$ cat src/rtl/sdp_ram_rd_stream.sv
// sdp_ram_rd_stream: burst reader from SDP RAM port B into a valid/ready stream with a 2-entry skid FIFO.
// Defining SDP_RD_STREAM_CNT_EN adds the saturating stat_beats handshake counter.
module sdp_ram_rd_stream #(
  parameter int MEM_DATAWIDTH = 128,
  parameter int MEM_ADDRWIDTH = 14
) (
  input  logic                     clk,
  input  logic                     reset_n,
  input  logic                     req_valid,
  output logic                     req_ready,
  input  logic [MEM_ADDRWIDTH-1:0] req_addr,
  input  logic [MEM_ADDRWIDTH:0]   req_len,
  output logic                     ram_enb,
  output logic [MEM_ADDRWIDTH-1:0] ram_addrb,
  input  logic [MEM_DATAWIDTH-1:0] ram_doutb,
  output logic                     out_valid,
  input  logic                     out_ready,
  output logic [MEM_DATAWIDTH-1:0] out_data,
  output logic                     out_last,
  output logic                     busy,
`ifdef SDP_RD_STREAM_CNT_EN
  output logic [31:0]              stat_beats,
`endif
  output logic                     done
);
  localparam int LENW = MEM_ADDRWIDTH + 1;
  localparam logic [1:0] IDLE = 2'd0, READ = 2'd1, DRAIN = 2'd2;
  logic [1:0] state;
  logic [MEM_ADDRWIDTH-1:0] addr;
  logic [LENW-1:0] remaining;
  logic inflight, inflight_last;
  logic [MEM_DATAWIDTH-1:0] fifo_data [2];
  logic [1:0] fifo_last;
  logic wp, rp;
  logic [1:0] count;
  logic accept, pop, issue, push_f, pop_f, final_issue;
  assign req_ready = state == IDLE;
  assign busy = state != IDLE;
  assign accept = req_valid & req_ready;
  assign out_valid = (count != 2'd0) | inflight;
  assign out_data = (count != 2'd0) ? fifo_data[rp] : inflight ? ram_doutb : '0;
  assign out_last = (count != 2'd0) ? fifo_last[rp] : inflight & inflight_last;
  assign pop = out_valid & out_ready;
  // a word arriving from the RAM bypasses the FIFO when it is empty and the sink takes it
  assign push_f = inflight & ~((count == 2'd0) & pop);
  assign pop_f = pop & (count != 2'd0);
  assign issue = (state == READ) && (({1'b0, count} + {2'b0, inflight}) < (3'd2 + {2'b0, pop}));
  assign final_issue = issue && (remaining == LENW'(1));
  assign ram_enb = issue;
  assign ram_addrb = addr;
  always_ff @(posedge clk or negedge reset_n)
    if (!reset_n) begin
      state <= IDLE;
      addr <= '0;
      remaining <= '0;
      inflight <= 1'b0;
      inflight_last <= 1'b0;
      fifo_data[0] <= '0;
      fifo_data[1] <= '0;
      fifo_last <= '0;
      wp <= 1'b0;
      rp <= 1'b0;
      count <= '0;
      done <= 1'b0;
    end else begin
      done <= (accept && req_len == '0) || (state == DRAIN && pop && out_last);
      if (accept && req_len != '0) begin
        addr <= req_addr;
        remaining <= req_len;
        state <= READ;
      end
      if (issue) begin
        addr <= addr + 1'b1;
        remaining <= remaining - 1'b1;
      end
      if (final_issue) state <= DRAIN;
      if (state == DRAIN && pop && out_last) state <= IDLE;
      inflight <= issue;
      inflight_last <= final_issue;
      if (push_f) begin
        fifo_data[wp] <= ram_doutb;
        fifo_last[wp] <= inflight_last;
        wp <= ~wp;
      end
      if (pop_f) rp <= ~rp;
      count <= count + 2'(push_f) - 2'(pop_f);
    end
`ifdef SDP_RD_STREAM_CNT_EN
  always_ff @(posedge clk or negedge reset_n)
    if (!reset_n) stat_beats <= '0;
    else if (pop && stat_beats != '1) stat_beats <= stat_beats + 1'b1;
`endif
endmodule
$ cat config.mk
export PLATFORM = sky130hd
export DESIGN_NAME = sdp_ram_rd_stream
export DESIGN_NICKNAME = d
export VERILOG_FILES = /design/src/rtl/sdp_ram_rd_stream.sv
export SDC_FILE = /design/constraint.sdc
export NUM_CORES = 1
export LEC_CHECK = 0
export CAP_MARGIN = 10
export CORE_MARGIN = 1.5
export CORE_UTILIZATION = 47
export DETAILED_ROUTE_END_ITERATION = 10
export PLACE_DENSITY = 0.81
export REMOVE_ABC_BUFFERS = 1
export SLEW_MARGIN = 20
export SYNTH_ARGS = -nofsm -noshare
export SYNTH_HDL_FRONTEND = slang
export SYNTH_SLANG_ARGS = --single-unit
export TNS_END_PERCENT = 5
$ cat constraint.sdc
create_clock -name clk -period 2.1 [get_ports clk]
set_input_delay 0.42 -clock clk [delete_from_list [all_inputs] [get_ports clk]]
set_output_delay 0.42 -clock clk [all_outputs]
set_load 0.005 [all_outputs]
==> results.json <==
{
  "status": "finished with violations",
  "violations": "negative setup slack",
  "nFillCells": 2133,
  "avgViaCountPerCell": 5.71,
  "grt_busiest_layer": "met2",
  "yosys_warnings": 0,
  "peakVddDrop_mv": 0.799,
  "grt_overflow": 0,
  "worst_clock_skew_ns": 0.0112,
  "synthArstFlopShare": 1.00,
  "die_w_um": 178,
  "fmax_mhz": 371,
  "cpMaxStageDelayCell": "or4b_4",
  "dieArea_um2": 31800,
  "coreArea_um2": 30400,
  "final_core_util": 0.687,
  "power_density_nw_per_um2": 1710,
  "area_growth_pct": 44.8,
  "clock_latency_ns": 0.54,
  "p_leak_uw": 0.00924,
  "slew_headroom": 0.649,
  "hp-class": "in2async",
  "worstPathMaxFanout": 2,
  "ios": 309,
  "grt_max_degree": 60,
  "drc": 0,
  "seq_area_frac_synth": 0.513,
  "dr.pass1.iters": 6,
  "drt_iter0_drc": 758,
  "arrival_ns": 2.27,
  "clock-sinks": 296,
  "worst_setup_path_end_kind": "output port",
  "routedWlPerCell_um": 20.6,
  "numCtsBuffers": 30,
  "cp.required_ns": 1.68,
  "tightest_slew_ns": 0.525,
  "final_cell_mix": "dfrtp_1, mux2_2, clkdlybuf4s50_1",
  "routed_wl_mm": 43.6,
  "rr_startpoint": "count[0]",
  "via_count": 12107,
  "antenna_found_initial": 1,
  "syn_inst": 1229,
  "rsz0062_at_grt": "yes",
  "use_met2": 0.470,
  "syn_area_per_cell_um2": 11.8,
  "grt_pass1_wl_mm": 66.6,
  "synth_edf_count": 0,
  "worstSetupPathType": "reg2out",
  "cts_root_buf": "clkbuf_16",
  "multi_input_area_um2": 6980,
  "ys_types": 50,
  "seqCellArea_um2": 7410,
  "setup_ws_ns": -0.593,
  "use_met1": 0.332,
  "finalSetupTns_ns": -133.96,
  "period_needed_ns": 2.69,
  "cp_top_family": "simple AND/OR/NAND/NOR gates",
  "drv_slew": 0,
  "grt_pass1_vias": 12603,
  "gp_congestion": 0.913,
  "syn_area_um2": 14400,
  "drive_gt1_frac": 0.423,
  "critPathMaxStageDelay_ns": 0.47,
  "ctsHtreeMaxLevel": 1,
  "finalCritPeriodShare": 1.28,
  "final_common_cell": "dfrtp_1",
  "ys_ff_latch": 296,
  "timing.rr.end": "fifo_data[38]",
  "io_buffers": 308,
  "dp_slack_ns": -0.412,
  "nets": 1870,
  "initial_core_util": 0.475,
  "rows": 64,
  "cap_violations": 0,
  "setup_viol": 420,
  "crit_path_start_kind": "flip-flop",
  "ant_nets": 0,
  "use_met3": 0.0437,
  "hold_violations": 0,
  "dominantRegCellSynth": "dfrtp_1",
  "r2r_slack_ns": -0.44,
  "hpwl_mm": 26.7,
  "cts.path.max_buffers": 3,
  "grt.total_usage": 0.265,
  "cts_tree": "yes",
  "finalPower_uw": 35800,
  "cp_cell_sequence": "buf_6, ha_4, ha_4, or4b_4, o211ai_4, inv_2, buf_6",
  "die_y_um": 178,
  "clk_pin_slew_worst_paths_ns": 0.06,
  "reg2reg_depth": 11,
  "cp_num_buf_inv": 3
}
## layer usage
layer	vias up	wire (µm)	part of all wire
li1	5469	-	-
met1	6052	17500	0.40
met2	490	21900	0.50
met3	96	3000	0.069
met4	0	1200	0.028
met5	-	0	0
## sequential cells by signal (all words and copies together) (netlist names)
name and cells:
remaining 15, wp 1, fifo_last 2, rp 1, inflight_last 1, fifo_data 256, ram_addrb 14, state 2
done 1, count 2, inflight 1
## final cells by class
cell class,instances,area share
diodes,1,0.000120
clock buffers,47,0.0433
clock inverters,5,0.00138
inverters,9,0.00162
multi-input cells,830,0.334
flip-flops and latches,296,0.354
well taps,396,0.0237
repair buffers,535,0.242
## metrics by stage
| stage | cells | area [µm²] | hold slack [ns] |
|---|---|---|---|
| 6_report | 2119 | 20900 | 0.419 |
| 3_5_place_dp | 2016 | 19400 | 0.390 |
| 3_3_place_gp | 2016 | 19400 | 0.377 |
| 2_1_floorplan | 1135 | 14100 | 0.124 |
| 5_1_grt | 2119 | 20900 | 0.426 |
| 4_1_cts | 2106 | 20800 | 0.401 |
## cell families (layout without fill, tap and decap cells)
family / count (synthesis) / in the layout / synth area share
flops: 296 / 296 / 0.513
other cells: 0 / 1 / 0
compound gates: 192 / 192 / 0.0750
buf+inv: 103 / 596 / 0.0294
simple gates: 239 / 239 / 0.0834
mux: 388 / 388 / 0.291
fa+ha+maj: 7 / 7 / 0.00606
xor+xnor: 4 / 4 / 0.00243
## report_power, final
part	leakage (µW)	internal [µW]	switching (µW)
logic	0.00529	11000	9310
registers	0.00349	8650	1770
clock network	0.000463	2930	2130
## worst max-delay path by stage
stage               startpoint       endpoint  slack (ns)  depth (start not counted)
finish                count[0]        ram_enb       -0.59                          7
global placement      inflight        ram_enb       -0.40                          6
floorplan             count[1]   fifo_data[0]       -9.34                          4
global route          count[0]        ram_enb       -0.64                          7
detailed placement    inflight  remaining[11]       -0.41                          9
CTS                   count[0]        ram_enb       -0.59                          7
## timing repair
item / 4_1_cts / 5_1_grt
hold buffers: 1 / 0
hold endpoints to repair: 44 / 0
cloned: 14 / 1
resized for setup: 565 / 162
setup buffers: 23 / 11
pin swaps: 2 / 8
setup endpoints to repair: 385 / 424
## cell usage after synthesis (2+ instances only)
master,instances,share of area
buf_2,30,0.010
nor2_1,23,0.0060
nor3_1,11,0.0038
dfrtp_1,296,0.51
o211ai_1,4,0.0021
a21oi_1,11,0.0038
nor2b_1,3,0.0013
a211oi_1,4,0.0021
nor4_1,5,0.0022
nand2b_1,2,0.00087
nand4_1,5,0.0022
xnor2_1,3,0.0018
o2bb2ai_1,3,0.0018
mux2_2,258,0.20
nand3_1,142,0.049
nand2_1,28,0.0073
a22oi_1,3,0.0016
nand3b_1,2,0.0010
mux2i_1,130,0.090
a221o_1,2,0.0014
a31o_2,3,0.0018
o311ai_0,2,0.0012
o21ai_0,143,0.050
or4_4,2,0.0016
ha_1,7,0.0061
o22ai_1,3,0.0013
a32oi_1,2,0.0012
and3_1,2,0.00087
clkbuf_1,54,0.014
buf_1,10,0.0026
or3_1,5,0.0022
o221a_2,2,0.0016
and4_1,3,0.0018
a31oi_1,3,0.0013
inv_1,8,0.0021
Note: power is estimated with default switching activity, not from simulation.
==> patch 1 (same flow settings) <==
The option `SDP_RD_STREAM_CNT_EN` is turned on by a define.
--- a/src/rtl/sdp_ram_rd_stream.sv
+++ b/src/rtl/sdp_ram_rd_stream.sv
@@ -1,5 +1,7 @@
 // sdp_ram_rd_stream: burst reader from SDP RAM port B into a valid/ready stream with a 2-entry skid FIFO.
 // Defining SDP_RD_STREAM_CNT_EN adds the saturating stat_beats handshake counter.
+`define SDP_RD_STREAM_CNT_EN
+
 module sdp_ram_rd_stream #(
   parameter int MEM_DATAWIDTH = 128,
   parameter int MEM_ADDRWIDTH = 14
Formal check against the unedited RTL (old outputs only; new: stat_beats): no difference found for any inputs over 4 cycles, from zero or initial values and one cycle with reset_n low; that may be too few to reach the edited logic, so the function may still have changed.
==> patch 1 against the unedited design <==
  * The flow still finishes with violations (negative setup slack)
  * Power grew 9.3%
  * Sequential cell count grew 32
  * Worst setup slack gained 0.24 ns
  * Die area grew 11%
  * Utilization grew 1.3 points
  * Final area grew 13%
  * Routed wire length grew 8.4%
  * Synthesized area grew 12%
  * Fmax grew 9.9%
  * Critical path depth grew 1
  * First-iteration DRC count grew 13%
  * Clock power grew 21%
  * Hold slack gained 0.022 ns
  * Critical path type unchanged
  * Critical endpoint is now out_data[2]
  * Largest power group unchanged
  * Highest routed layer unchanged
==> patch 1: results (changes against the unedited design) <==
<table>
<tr><th>Metric</th><th>Value</th></tr>
<tr><th colspan="2">Outcome</th></tr>
<tr><td>Run status</td><td>finished with violations</td></tr>
<tr><td>Violated checks</td><td>negative setup slack</td></tr>
<tr><th colspan="2">GRT</th></tr>
<tr><td>Total routing usage reported by global routing</td><td>25.7% (-0.83 points)</td></tr>
<tr><td>Initial antenna violation count</td><td>0 (-1)</td></tr>
<tr><td>Number of global-route vias before repair</td><td>13,943 (+11%)</td></tr>
<tr><th colspan="2">Timing</th></tr>
<tr><td>Final setup TNS</td><td>-47.79 ns (+86.16 ns)</td></tr>
<tr><td>Total setup violations reported at the end of the flow</td><td>376 (-10%)</td></tr>
<tr><td>Min setup slack post-route</td><td>-0.350 ns (+0.242 ns)</td></tr>
<tr><td>Measured slew at the worst slew-check pin</td><td>0.592 ns (+0.0670 ns)</td></tr>
<tr><td>Final setup skew</td><td>0.0131 ns (+0.00197 ns)</td></tr>
<tr><th colspan="2">Synthesis</th></tr>
<tr><td>Leading post-synthesis cells by instance count</td><td>sky130_fd_sc_hd__dfrtp_1 (328), sky130_fd_sc_hd__mux2_2 (258), sky130_fd_sc_hd__nand3_1 (166)</td></tr>
<tr><td>Number of unique standard cell types used by synthesis</td><td>62 (+24%)</td></tr>
<tr><th colspan="2">Pwr</th></tr>
<tr><td>Sequential fraction of design power</td><td>28.7% (-0.4 points)</td></tr>
<tr><td>IR drop worst, VDD</td><td>1270 uV (+59%)</td></tr>
<tr><th colspan="2">Setup path</th></tr>
<tr><td>Largest fanout on the critical path</td><td>12 (+10)</td></tr>
<tr><td>Endpoint arrival time on the critical path</td><td>2.03 ns (-0.24 ns)</td></tr>
<tr><td>Setup slack on the worst flop-to-flop path</td><td>-0.26 ns (+0.18 ns)</td></tr>
<tr><th colspan="2">CTS</th></tr>
<tr><td>Cts bufs inserted</td><td>36 (+20%)</td></tr>
<tr><td>Total of cells resized after clock tree synthesis</td><td>684 (+21%)</td></tr>
<tr><td>Number of levels in the clock H-tree</td><td>2 (+1)</td></tr>
<tr><td>Clock insertion delay at the later pin of the skew report</td><td>0.51 ns (-0.03 ns)</td></tr>
<tr><td>Post-CTS setup buffers</td><td>20 (-13%)</td></tr>
<tr><th colspan="2">Place</th></tr>
<tr><td>Number of I/O port buffers</td><td>340 (+10%)</td></tr>
<tr><td>Total half-perimeter wirelength after legalization and detailed placement</td><td>30.8 mm (+15%)</td></tr>
<tr><td>Final RePlAce weighted congestion</td><td>0.882 (-3.4%)</td></tr>
<tr><td>Post-Place Cell Area</td><td>21,700 um^2 (+12%)</td></tr>
<tr><th colspan="2">Finish</th></tr>
<tr><td>Fill cells</td><td>2,261 (+6.0%)</td></tr>
<tr><td>Count of inserted antenna diode cells</td><td>0 (-1)</td></tr>
<tr><td>Share of post-route cells with drive strength above 1</td><td>40.4% (-1.9 points)</td></tr>
</table>
## patch 1: cell count changes after synthesis, moves of 7 or more
| cell | delta |
|---|---|
| sky130_fd_sc_hd__o21ai_0 | -13 |
| sky130_fd_sc_hd__nand3_1 | +24 |
| sky130_fd_sc_hd__xnor2_1 | +22 |
| sky130_fd_sc_hd__nand2_1 | +10 |
| sky130_fd_sc_hd__clkbuf_1 | +7 |
| sky130_fd_sc_hd__and3_1 | +10 |
| sky130_fd_sc_hd__nand4_1 | +17 |
| sky130_fd_sc_hd__dfrtp_1 | +32 |
## patch 1: critical path: stages (launching register included)
cell and delay [ns]:
sky130_fd_sc_hd__dfrtp_1 0.40, sky130_fd_sc_hd__buf_6 0.13, sky130_fd_sc_hd__nor2_4 0.12, sky130_fd_sc_hd__buf_6 0.13, sky130_fd_sc_hd__buf_12 0.15, sky130_fd_sc_hd__buf_12 0.15, sky130_fd_sc_hd__nand3_2 0.12, sky130_fd_sc_hd__o21ai_2 0.10
sky130_fd_sc_hd__clkdlybuf4s15_2 0.22
## patch 1: per-stage QoR
| step | std cells | worst slack, ns | hold WS (ns) | utilization, % |
|---|---|---|---|---|
| CTS | 2354 | -0.368 | 0.441 | 68.7 |
| global route | 2369 | -0.419 | 0.473 | 70.0 |
| finish | 2369 | -0.350 | 0.441 | 70.0 |
| floorplan | 1276 | -9.35 | 0.124 | - |
| global placement | 2263 | -0.235 | 0.381 | 64.5 |
| detailed placement | 2263 | -0.257 | 0.389 | 64.5 |
## patch 1: metal layers
| layer | track usage, % | part of all wire (%) | vias to the layer above |
|---|---|---|---|
| met5 | 0 | 0 | - |
| met1 | 33.6 | 42 | 6714 |
| met2 | 44.2 | 50 | 460 |
| met3 | 4.49 | 6.1 | 72 |
| li1 | - | - | 6105 |
| met4 | 6.65 | 1.9 | 0 |
## patch 1: cells by family (layout without fill, tap and decap cells)
kind of cell               Yosys count  in the layout  synth area share [%]
buffers and inverters              109            657                  2.98
xor gates and xnor gates            31             31                  1.68
and+or+nand+nor                    317            317                  10.4
muxes                              389            389                  26.2
DFF                                328            328                  50.9
adders and majority gates            8              8                 0.621
AOI/OAI and AO/OA                  191            191                  7.18
## patch 1: how the worst max path moves through the flow
stage          slack, ns                    endpoint  cells past startpoint
2_1_floorplan      -9.35    fifo_data[0]$_DFFE_PN0P_                      4
3_3_place_gp       -0.23                     ram_enb                      7
3_5_place_dp       -0.26  stat_beats[20]$_DFFE_PN0P_                      7
4_1_cts            -0.37               out_data[109]                     10
5_1_grt            -0.42                out_data[11]                      9
6_report           -0.35                 out_data[2]                      8
## patch 1: area by class of cell
type,count,area share [%]
multi-input combinational,936,33.7
clock inverter,7,0.383
timing repair buffer,582,24.0
inverter,12,0.202
sequential,328,34.9
tap,448,2.38
clock buffer,56,4.45
==> patch 2 (config.mk and constraints unchanged) <==
Made on the original files. Change the parameter `MEM_DATAWIDTH` from 128 to 64.
--- a/src/rtl/sdp_ram_rd_stream.sv
+++ b/src/rtl/sdp_ram_rd_stream.sv
@@ -1,7 +1,7 @@
 // sdp_ram_rd_stream: burst reader from SDP RAM port B into a valid/ready stream with a 2-entry skid FIFO.
 // Defining SDP_RD_STREAM_CNT_EN adds the saturating stat_beats handshake counter.
 module sdp_ram_rd_stream #(
-  parameter int MEM_DATAWIDTH = 128,
+  parameter int MEM_DATAWIDTH = 64,
   parameter int MEM_ADDRWIDTH = 14
 ) (
   input  logic                     clk,
Interface: changed (resized out_data and ram_doutb); port bits go from 309 to 181. No check against the original RTL was run, so the function may have changed too.
==> patch 2 against the unedited design <==
  * Routed wire length fell by 45%
  * Final area is 40% lower
  * Worst setup slack better by 0.18 ns
  * Synthesized area shrank 42%
  * Non-clock buffer count decreased by 219
  * The flow still finishes with violations (negative setup slack)
  * Sequential cell count fell by 128
  * Critical endpoint unchanged
  * Power shrank 41%
  * Die area fell by 42%
==> patch 2: results (changes against the unedited design) <==
<table>
<tr><th>Metric</th><th>Value</th></tr>
<tr><th colspan="2">Finish</th></tr>
<tr><td>Share of post-route cells with drive strength above 1</td><td>41.2% (-1.2 points)</td></tr>
<tr><td># nets final</td><td>1,123 (-40%)</td></tr>
<tr><td>Number of flip-flops under the largest register name</td><td>128 (-50%)</td></tr>
<tr><th colspan="2">Outcome</th></tr>
<tr><td>Run status</td><td>finished with violations</td></tr>
<tr><td>Violated checks</td><td>negative setup slack</td></tr>
<tr><th colspan="2">CTS</th></tr>
<tr><td>Cts bufs inserted</td><td>17 (-43%)</td></tr>
<tr><td>Total of cells resized after clock tree synthesis</td><td>365 (-35%)</td></tr>
<tr><td>Clock insertion delay at the later pin of the skew report</td><td>0.43 ns (-0.11 ns)</td></tr>
<tr><td>Number of levels in the clock H-tree</td><td>4 (+3)</td></tr>
<tr><td>Post-CTS setup buffers</td><td>21 (-8.7%)</td></tr>
<tr><th colspan="2">GRT</th></tr>
<tr><td>Total routing usage reported by global routing</td><td>24.9% (-1.6 points)</td></tr>
<tr><td>Met3 track utilization from global routing</td><td>4.51% (+0.14 points)</td></tr>
<tr><td>Global Route met2 Usage</td><td>42.8% (-4.2 points)</td></tr>
<tr><th colspan="2">Synthesis</th></tr>
<tr><td>Synth Area in XOR/XNOR</td><td>0.421% (+0.18 points)</td></tr>
<tr><th colspan="2">Detailed routing</th></tr>
<tr><td>Met1 Wirelength</td><td>10.3 mm (-41%)</td></tr>
<tr><td>WL met3</td><td>1.47 mm (-51%)</td></tr>
<tr><td>Router iterations before antenna repair</td><td>5 (-1)</td></tr>
<tr><td>Mean number of vias per cell</td><td>5.69 (-0.49%)</td></tr>
<tr><th colspan="2">Pwr</th></tr>
<tr><td>Sequential fraction of design power</td><td>28.2% (-0.9 points)</td></tr>
<tr><td>Leakage</td><td>5.54 nW (-40%)</td></tr>
<tr><th colspan="2">Timing</th></tr>
<tr><td>Total setup violations reported at the end of the flow</td><td>227 (-46%)</td></tr>
<tr><td>Min setup slack post-route</td><td>-0.408 ns (+0.185 ns)</td></tr>
<tr><th colspan="2">Setup path</th></tr>
<tr><td>Launching instance or port of the critical path</td><td>inflight$_DFF_PN0_</td></tr>
<tr><td>Count of cells along the worst register-to-register path</td><td>10 (-1)</td></tr>
<tr><th colspan="2">Place</th></tr>
<tr><td>Number of I/O port buffers</td><td>180 (-42%)</td></tr>
</table>
==> patch 2: cell type report <==
type                            count  area (um^2)
Clock buffer                       17          425
Clock inverter                     15          181
Fill cell                        1216         4810
Inverter                           11         41.3
Multi-Input combinational cell    505         4340
Sequential cell                   168         4210
Tap cell                          225          282
Timing Repair Buffer              316         3010
==> patch 2: through the flow <==
step                      instances  power [mW]  util, %  setup TNS (ns)
after detailed placement       1185        16.1     64.4          -16.23
final                          1257        21.0     72.2          -32.49
after CTS                      1247        20.1     70.5          -36.02
after floorplan                 684        10.9        -         -760.93
after global placement         1185        15.8     64.4          -12.22
after global routing           1257        22.2     72.2          -47.68
==> patch 2: critical path, stage by stage (launching register included) <==
cell and delay [ns]:
sky130_fd_sc_hd__dfrtp_2 0.43, sky130_fd_sc_hd__ha_4 0.17, sky130_fd_sc_hd__ha_4 0.26, sky130_fd_sc_hd__or4b_4 0.47, sky130_fd_sc_hd__o2111ai_4 0.12, sky130_fd_sc_hd__inv_2 0.09
sky130_fd_sc_hd__buf_6 0.12
